File: config.mk
export PLATFORM = sky130hd
export DESIGN_NAME = alu_issue_ctrl
export DESIGN_NICKNAME = d
export VERILOG_FILES = /design/src/rtl/alu_issue_ctrl_pkg.sv /design/src/rtl/alu_regfile.sv /design/src/rtl/alu_issue_ctrl.sv
export SDC_FILE = /design/constraint.sdc
export NUM_CORES = 1
export LEC_CHECK = 0
export CORE_MARGIN = 2
export CORE_UTILIZATION = 53
export CTS_BUF_LIST = sky130_fd_sc_hd__clkbuf_8
export CTS_CLUSTER_DIAMETER = 200
export DETAILED_ROUTE_END_ITERATION = 12
export GPL_ROUTABILITY_DRIVEN = 0
export PLACE_DENSITY = 0.81
export SYNTH_ARGS = -nofsm -noshare
export SYNTH_HDL_FRONTEND = slang
export SYNTH_SLANG_ARGS = --single-unit
File: constraint.sdc
create_clock -name clk -period 5.95 [get_ports clk]
set_clock_uncertainty 0.1 [all_clocks]
set_input_delay 0.595 -clock clk [delete_from_list [all_inputs] [get_ports clk]]
set_output_delay 0.595 -clock clk [all_outputs]
set_load 0.01 [all_outputs]
File: src/rtl/alu_issue_ctrl_pkg.sv
// alu_issue_ctrl_pkg: ALU opcodes, instruction fields, FSM states and opcode helpers
package alu_issue_ctrl_pkg;
  localparam int DATA_W = 16;
  localparam int REG_AW = 3;
  localparam int OP_HI = 15;
  localparam int OP_LO = 11;
  localparam int RD_HI = 10;
  localparam int RD_LO = 8;
  localparam int RS_HI = 7;
  localparam int RS_LO = 5;
  localparam int RT_HI = 4;
  localparam int RT_LO = 2;
  localparam int COE_BIT = 1;
  localparam logic [4:0] OP_ADD  = 5'b00000;
  localparam logic [4:0] OP_ADDU = 5'b00001;
  localparam logic [4:0] OP_SUB  = 5'b00010;
  localparam logic [4:0] OP_SUBU = 5'b00011;
  localparam logic [4:0] OP_INC  = 5'b00100;
  localparam logic [4:0] OP_DEC  = 5'b00101;
  localparam logic [4:0] OP_AND  = 5'b01000;
  localparam logic [4:0] OP_OR   = 5'b01001;
  localparam logic [4:0] OP_XOR  = 5'b01010;
  localparam logic [4:0] OP_NOT  = 5'b01100;
  localparam logic [4:0] OP_SLL  = 5'b10000;
  localparam logic [4:0] OP_SRL  = 5'b10001;
  localparam logic [4:0] OP_SLA  = 5'b10010;
  localparam logic [4:0] OP_SRA  = 5'b10011;
  localparam logic [4:0] OP_SLT  = 5'b11000;
  localparam logic [4:0] OP_SLE  = 5'b11001;
  localparam logic [4:0] OP_SGT  = 5'b11010;
  localparam logic [4:0] OP_SGE  = 5'b11011;
  localparam logic [4:0] OP_SEQ  = 5'b11100;
  localparam logic [4:0] OP_SNE  = 5'b11101;
  typedef enum logic [1:0] {ST_IDLE, ST_EXEC, ST_WB, ST_ERR} state_t;
  function automatic logic is_legal_op(input logic [4:0] op);
    return op inside {OP_ADD, OP_ADDU, OP_SUB, OP_SUBU, OP_INC, OP_DEC, OP_AND, OP_OR, OP_XOR,
                      OP_NOT, OP_SLL, OP_SRL, OP_SLA, OP_SRA, OP_SLT, OP_SLE, OP_SGT, OP_SGE,
                      OP_SEQ, OP_SNE};
  endfunction
  function automatic logic is_arith_op(input logic [4:0] op);
    return op[4:3] == 2'b00;
  endfunction
endpackage

File: src/rtl/alu_regfile.sv
// alu_regfile: 8x16 register file, two combinational reads, one load/writeback write port
module alu_regfile
  import alu_issue_ctrl_pkg::*;
(
  input  logic              clk,
  input  logic              rst,
  input  state_t            state,
  input  logic              ld_valid,
  input  logic [REG_AW-1:0] ld_addr,
  input  logic [DATA_W-1:0] ld_data,
  input  logic [REG_AW-1:0] wb_addr,
  input  logic [DATA_W-1:0] wb_data,
  input  logic [REG_AW-1:0] ra,
  input  logic [REG_AW-1:0] rb,
  output logic [DATA_W-1:0] rd_a,
  output logic [DATA_W-1:0] rd_b
);
  logic [DATA_W-1:0] regs_q [2**REG_AW];
  logic [DATA_W-1:0] regs_d [2**REG_AW];
  // direct loads land only while idle; ALU results land in writeback
  always_comb begin
    regs_d = regs_q;
    if (state == ST_IDLE && ld_valid) regs_d[ld_addr] = ld_data;
    else if (state == ST_WB) regs_d[wb_addr] = wb_data;
  end
  // storage, cleared asynchronously
  always_ff @(posedge clk or posedge rst)
    if (rst) regs_q <= '{default: '0};
    else regs_q <= regs_d;
  assign rd_a = regs_q[ra];
  assign rd_b = regs_q[rb];
endmodule

File: src/rtl/alu_issue_ctrl.sv
// alu_issue_ctrl: issues instructions to a combinational ALU and writes results back
module alu_issue_ctrl
  import alu_issue_ctrl_pkg::*;
(
  input  logic              clk,
  input  logic              rst,
  input  logic              instr_valid,
  output logic              instr_ready,
  input  logic [DATA_W-1:0] instr,
  input  logic              ld_valid,
  output logic              ld_ready,
  input  logic [REG_AW-1:0] ld_addr,
  input  logic [DATA_W-1:0] ld_data,
  output logic [DATA_W-1:0] alu_a,
  output logic [DATA_W-1:0] alu_b,
  output logic [4:0]        alu_code,
  output logic              alu_coe,
  input  logic [DATA_W-1:0] alu_c,
  input  logic              alu_vout,
  input  logic              alu_cout,
  output logic              res_valid,
  output logic [REG_AW-1:0] res_rd,
  output logic [DATA_W-1:0] res_data,
  output logic              vflag,
  output logic              cflag,
  output logic              err_illegal
);
  state_t            state_q, state_d;
  logic [DATA_W-1:0] alu_a_q, alu_a_d, alu_b_q, alu_b_d, res_data_q, res_data_d, rs_val, rt_val;
  logic [4:0]        alu_code_q, alu_code_d, op;
  logic [REG_AW-1:0] rd_q, rd_d, res_rd_q, res_rd_d;
  logic              alu_coe_q, alu_coe_d, vflag_q, vflag_d, cflag_q, cflag_d;
  logic              res_valid_q, res_valid_d, err_q, err_d, accept, unused_rsvd;
  assign op          = instr[OP_HI:OP_LO];
  assign unused_rsvd = instr[0];
  assign instr_ready = state_q == ST_IDLE && !ld_valid;
  assign ld_ready    = state_q == ST_IDLE;
  assign accept      = instr_valid && instr_ready;
  alu_regfile u_rf (
    .clk      (clk),
    .rst      (rst),
    .state    (state_q),
    .ld_valid (ld_valid),
    .ld_addr  (ld_addr),
    .ld_data  (ld_data),
    .wb_addr  (rd_q),
    .wb_data  (alu_c),
    .ra       (instr[RS_HI:RS_LO]),
    .rb       (instr[RT_HI:RT_LO]),
    .rd_a     (rs_val),
    .rd_b     (rt_val)
  );
  // next state, operand latching at acceptance, writeback pulses and flag update
  always_comb begin
    state_d     = state_q;
    alu_a_d     = alu_a_q;
    alu_b_d     = alu_b_q;
    alu_code_d  = alu_code_q;
    alu_coe_d   = alu_coe_q;
    rd_d        = rd_q;
    vflag_d     = vflag_q;
    cflag_d     = cflag_q;
    res_valid_d = state_q == ST_WB;
    err_d       = state_q == ST_ERR;
    res_rd_d    = res_valid_d ? rd_q : res_rd_q;
    res_data_d  = res_valid_d ? alu_c : res_data_q;
    case (state_q)
      ST_IDLE: if (accept) begin
        state_d = is_legal_op(op) ? ST_EXEC : ST_ERR;
        if (is_legal_op(op)) begin
          alu_a_d    = rs_val;
          alu_b_d    = rt_val;
          alu_code_d = op;
          alu_coe_d  = instr[COE_BIT];
          rd_d       = instr[RD_HI:RD_LO];
        end
      end
      ST_EXEC: state_d = ST_WB;
      ST_WB: begin
        state_d = ST_IDLE;
        vflag_d = is_arith_op(alu_code_q) ? alu_vout : vflag_q;
        cflag_d = is_arith_op(alu_code_q) ? alu_cout : cflag_q;
      end
      default: state_d = ST_IDLE;
    endcase
  end
  // control and output registers, cleared asynchronously
  always_ff @(posedge clk or posedge rst)
    if (rst) begin
      state_q     <= ST_IDLE;
      alu_a_q     <= '0;
      alu_b_q     <= '0;
      alu_code_q  <= '0;
      alu_coe_q   <= 1'b1;
      rd_q        <= '0;
      vflag_q     <= 1'b0;
      cflag_q     <= 1'b0;
      res_valid_q <= 1'b0;
      err_q       <= 1'b0;
      res_rd_q    <= '0;
      res_data_q  <= '0;
    end else begin
      state_q     <= state_d;
      alu_a_q     <= alu_a_d;
      alu_b_q     <= alu_b_d;
      alu_code_q  <= alu_code_d;
      alu_coe_q   <= alu_coe_d;
      rd_q        <= rd_d;
      vflag_q     <= vflag_d;
      cflag_q     <= cflag_d;
      res_valid_q <= res_valid_d;
      err_q       <= err_d;
      res_rd_q    <= res_rd_d;
      res_data_q  <= res_data_d;
    end
  assign alu_a       = alu_a_q;
  assign alu_b       = alu_b_q;
  assign alu_code    = alu_code_q;
  assign alu_coe     = alu_coe_q;
  assign res_valid   = res_valid_q;
  assign res_rd      = res_rd_q;
  assign res_data    = res_data_q;
  assign vflag       = vflag_q;
  assign cflag       = cflag_q;
  assign err_illegal = err_q;
endmodule

---- Word-level counts from Yosys, hierarchy flattened ----
Cells that the tools add are included.
cells by class
  add/sub/neg operators ................... 0
  multipliers ............................. 0
  divide/modulo/power cells ............... 0
  $lt $le $gt $ge ......................... 6
  eq/ne operators ......................... 23
  shift-type cells ........................ 0
  multiplexer cells ....................... 17
  bitwise logic cells ..................... 4
  reduce and logical (&&, ||, !) cells .... 13
operator list
  cell                count
  $bwmux 128          2
  $mux 128            2
  $bmux 16 s3         2
  $demux 16 s3        2
  $mux 16             6
  $eq 5x5->1 const B  10
  $eq 5x4->1 const B  4
  $reduce_bool 20->1  1
  $ge 4x4->1 const B  4
  $not 3->4           4
  $eq 5x2->1 const B  2
  $eq 5x3->1 const B  2
  $lt 4x1->1 const B  2
  $eq 5x1->1 const B  1
  $logic_and 1x1->1   5
  $logic_not 5->1     1
  $eq 2x2->1 const B  2
  $logic_not 2->1     2
  $mux 2              2
  $pmux 2 s2          1
  $reduce_and 3->1    1
  $eq 2x1->1 const B  1
  $ne 2x1->1 const B  1
  $reduce_and 2->1    1
  other kinds (2)     2
word-level totals
  register bits after elaboration ......... 194
  bits in latches ......................... 0
  RAM bits ................................ 0
  ROM bits ................................ 0
  memories kept ........................... 0

---- Depth between registers and ports, before layout ----
  depth in word-level cells ............... 8
  gate-level depth with buffers ........... 8
  mapped depth without buffers ............ 4

---- Cells and area by module ----
A second synthesis with hierarchy kept.
unflattened totals
  cell total of the unflattened synthesis .. 804
  area, all modules ....................... 11497.3 µm²
by module, submodules not included
  module          instances  cells each  area an instance (µm²)  sequential area each (µm²)
  alu_regfile     1          652         8828.5                  3203.1
  alu_issue_ctrl  1          152         2668.8                  1652.8

---- Worst setup path after synthesis ----
Ideal clock, no wire load.
  path kind ............................... input to register
  start point ............................. input port instr[5]
  end point ............................... register alu_a_q[10], in the netlist alu_a[10]
  library setup time ...................... 0.125 ns
  arrival ................................. 2.135 ns
  path slack .............................. 3.591 ns
  stages .................................. 5
  buffers on the path ..................... 2
  path through ............................ clkbuf_1 buf_2 mux4_2 mux2_2 mux2_2
between the ends
  cells in the longest elaborated chain, start to end .. 4
RTL lines
  item                                         RTL line               source
  start: declaration                           alu_issue_ctrl.sv:9    input logic [DATA_W-1:0] instr,
  $not 3->4 (implied by the code)              alu_regfile.sv:30      assign rd_a = regs_q[ra];
  $bmux 16 s3                                  alu_regfile.sv:30
  $mux 16 (implied by the code) (2 in series)  alu_regfile.sv:30
  end signal: assignment                       alu_issue_ctrl.sv:104  alu_a_q <= alu_a_d;
  end: declaration                             alu_issue_ctrl.sv:29   logic [DATA_W-1:0] alu_a_q, alu_a_d, alu_b_q, alu_b_d, res_data_q, res_data_d, rs_val, rt_val;
Every way passes these cells. The select of a mux whose other input is x is not followed.
A chain may end at the register's enable or synchronous reset.

---- Final worst setup path ----
  start point ............................. input port ld_valid
  end point ............................... register u_rf.regs_q[94] in the netlist's numbering
between the ends
  cells in the longest elaborated chain, start to end .. 2
RTL lines
  item                                           RTL line              source
  start: declaration                             alu_issue_ctrl.sv:10  input logic ld_valid,
  $logic_and 1x1->1 *                            alu_regfile.sv:23     if (state == ST_IDLE && ld_valid) regs_d[ld_addr] = ld_data;
  $mux 128 or $reduce_bool 2->1 (tied branches)  -
  end signal: assignment                         alu_regfile.sv:29     else regs_q <= regs_d;
  end: declaration                               alu_regfile.sv:18     logic [DATA_W-1:0] regs_q [2**REG_AW];
Mark *: on every way between the ends. The rest lies on a longest branch, timed or not.

==> flow_summary.yaml <==
run_status:
  status: "completed"
flow_run:
  maxCapViolCount: 0
final_layout:
  instances_no_fill: 1119
  finalNetCount: 894
  area_growth_pct: 15.7
  diodes: 0
  multi_input_area_sq_um: 5520
  fillers: 1512
  regArea_sq_um: 4860
  drive_above_1_share: 0.397
critical_path:
  worstPathMaxFanout: 17
  startpoint_type: "input pin"
  reg2reg_from: "state_q[0]"
  worst_setup_path_end_kind: "flip-flop"
  startpoint: "ld_valid"
  arrival_ps: 3700
  required_ps: 6220
  critPathKind: "input pin to flip-flop"
global_route:
  antenna_found_initial: 1
  grt_max_degree: 101
  gr-total-overflow: 0
  grt_use_total: 0.284
  grt_pass1_wl_microns: 45800
  first_global_vias: 7791
logic_synthesis:
  yosysSeqAreaShare: 0.451
  synth.area.mux_share: 0.366
  synth_fa_ha_area_frac: 0
  synth.cell_area_sq_um: 10800
  synth_top_family_by_area: "multiplexers"
  yosys.area_share.simple: 0.0341
  synth_area_leaders: "dfrtp_1 45%, mux2_2 21%, mux4_2 13%, o2bb2ai_1 9.1%, mux2_1 2.5%"
  synth-seq-cells: 194
  yosysWarningCount: 0
  yosys.area.top_type: "dfrtp_1"
  synth.distinct_cells: 40
  syn_avg_cell_area_sq_um: 14.2
  synth_top_area_share: 0.448
  synth_edf_count: 0
  ys_top_cells_by_count: "198 x mux2_2, 193 x dfrtp_1, 112 x o2bb2ai_1"
  synth_flop_cell: "dfrtp_1"
  async_reset_ff_frac: 1.00
  synth_compound_area_frac: 0.113
  syn_inst: 761
  yosysMostFrequentCell: "mux2_2"
  synth_xor_area_frac: 0
  syn_nets: 818
floorplan:
  die_x_microns: 147
  start_util: 0.536
  pin_count: 120
  die_h_microns: 147
  rows: 52
  core_sq_um: 20100
  die_area_sq_um: 21500
timing:
  period_share: 0.576
  slew-limit-headroom: 0.119
  fmax_mhz: 292
  slew_viol_final: 0
  finalHoldViolCount: 0
  final-setup-viol-count: 0
  worst_pin_slew_ps: 1320
  rsz0062_at_grt: "false"
  setup-tns-final_ps: 0
  fin_crit_ps: 3430
route:
  vias_per_cell: 6.70
  wl_per_cell_microns: 26.4
  drt_iter0_drc: 864
  ant_nets: 0
  vias: 7492
  drc: 0
  first_pass_iters: 5
  drt-total-wl_microns: 29500
pwr:
  clockPowerShare: 0.204
  pwr-share-comb: 0.343
  p_leak_nw: 5.33
  power_density_nw_per_um2: 352
  power_frac_seq: 0.454
  p_switching_mw: 1.38
  switching_share: 0.314
  worst_ir_drop_vdd_uv: 248
  intPower_mw: 3.01
placement:
  dp_hpwl_microns: 17900
  placed_cells: 1088
  io_buffer_count: 118
clocking:
  cts_made_buffers: 17
  cts_num_sinks: 194
  root_buffer: "clkbuf_8"
  cts_tree: "yes"
  cts-resized-gates: 0
  cts_buffer_depth: 2
  cts_max_level: 4
  holdBufCountCts: 0
  clk_latency_ps: 490
  path_clk_slew_ps: 90
  cts_setup_buffers: 0
worst_hold_path:
  hold_path.class: "flip-flop to flip-flop"
  min_from: "alu_b[7]"
==> power groups by stage <==
| stage | clock [mW] | combinational [mW] | sequential, mW |
|---|---|---|---|
| 2_1_floorplan | 0 | 0.900 | 1.99 |
| 6_report | 0.893 | 1.50 | 1.99 |
| 5_1_grt | 0.952 | 1.60 | 2.04 |
| 4_1_cts | 0.899 | 1.51 | 1.98 |
| 3_3_place_gp | 0 | 1.46 | 1.97 |
| 3_5_place_dp | 0 | 1.50 | 2.01 |
==> state kept, by name (all words and copies together) (netlist names), 2 cells and up <==
name / count
u_rf.regs_q: 128
alu_a: 16
rd_q: 3
res_rd: 3
alu_code: 5
res_data: 16
alu_b: 16
state_q: 2
==> path summary, 6_finish.rpt <==
kind	to	slack, ps	cells after the start
max	u_rf.regs_q[94]	2520	5
min in group asynchronous	u_rf.regs_q[35]	490	2
max in group asynchronous	u_rf.regs_q[79]	3980	3
max reg2reg	u_rf.regs_q[94]	2580	4
min reg2reg	alu_b[7]	410	1
min	alu_b[7]	410	1
==> metrics by stage <==
stage / total power, mW / utilization / hold slack [ps] / cell area (sq um) / setup WS, ps
after detailed placement: 3.51 / 0.600 / 390 / 12100 / 2120
final: 4.39 / 0.620 / 411 / 12500 / 2520
after global placement: 3.43 / 0.600 / 380 / 12100 / 2160
after CTS: 4.39 / 0.620 / 415 / 12500 / 2630
after floorplan: 2.89 / - / 370 / 10800 / 2750
after global routing: 4.59 / 0.620 / 430 / 12500 / 2470
==> critical path: stages <==
cell             delay [ps]
clkdlybuf4s50_1         570
or3b_1                  810
nand2_2                 390
o21a_1                  900
mux2_2                  420
==> area by class of cell <==
cell class                      count  area share
Tap cell                          270      0.0271
Clock buffer                       20      0.0221
Multi-Input combinational cell    483       0.443
Sequential cell                   194       0.390
Timing Repair Buffer              138       0.107
Clock inverter                     11      0.0102
Inverter                            3     0.00120
==> layer usage <==
| metal | vias to the layer above | track usage | wire [microns] | part of all wire |
|---|---|---|---|---|
| li1 | 3129 | - | - | - |
| met1 | 3869 | 0.393 | 12200 | 0.41 |
| met2 | 415 | 0.438 | 13800 | 0.47 |
| met3 | 77 | 0.0797 | 2740 | 0.093 |
| met4 | 2 | 0.0937 | 813 | 0.028 |
| met5 | - | 0 | 12 | 0.00041 |
==> layout by cell type (no fill, tap or decap), drive strengths merged <==
| master | Yosys | layout |
|---|---|---|
| nor4 | 1 | 1 |
| a21oi | 1 | 1 |
| clkdlybuf4s50 | 0 | 116 |
| o2bb2ai | 112 | 112 |
| inv | 3 | 4 |
| clkbuf | 30 | 20 |
| nor2 | 12 | 12 |
| nand3 | 1 | 1 |
| or4b | 1 | 1 |
| nand2 | 18 | 18 |
| or3 | 1 | 1 |
| nor2b | 1 | 1 |
| o21ai | 6 | 6 |
| o21a | 4 | 4 |
| clkinv | 0 | 4 |
| a22o | 16 | 16 |
| nor3b | 1 | 1 |
| nand4bb | 1 | 1 |
| bufinv | 0 | 2 |
| mux2 | 222 | 222 |
| and2 | 2 | 2 |
| clkinvlp | 0 | 4 |
| or3b | 5 | 5 |
| dfstp | 1 | 1 |
| nand3b | 3 | 3 |
| o211ai | 1 | 1 |
| buf | 51 | 22 |
| nor3 | 7 | 7 |
| mux4 | 64 | 64 |
| dfrtp | 193 | 193 |
| nand2b | 2 | 2 |
| nand4b | 1 | 1 |
==> logic make-up after synthesis <==
group | count (synthesis)
muxes | 286
and+or+nand+nor | 57
buffers and inverters | 84
DFF | 194
AOI/OAI and AO/OA | 140
Power figures use the tool's default switching activity.
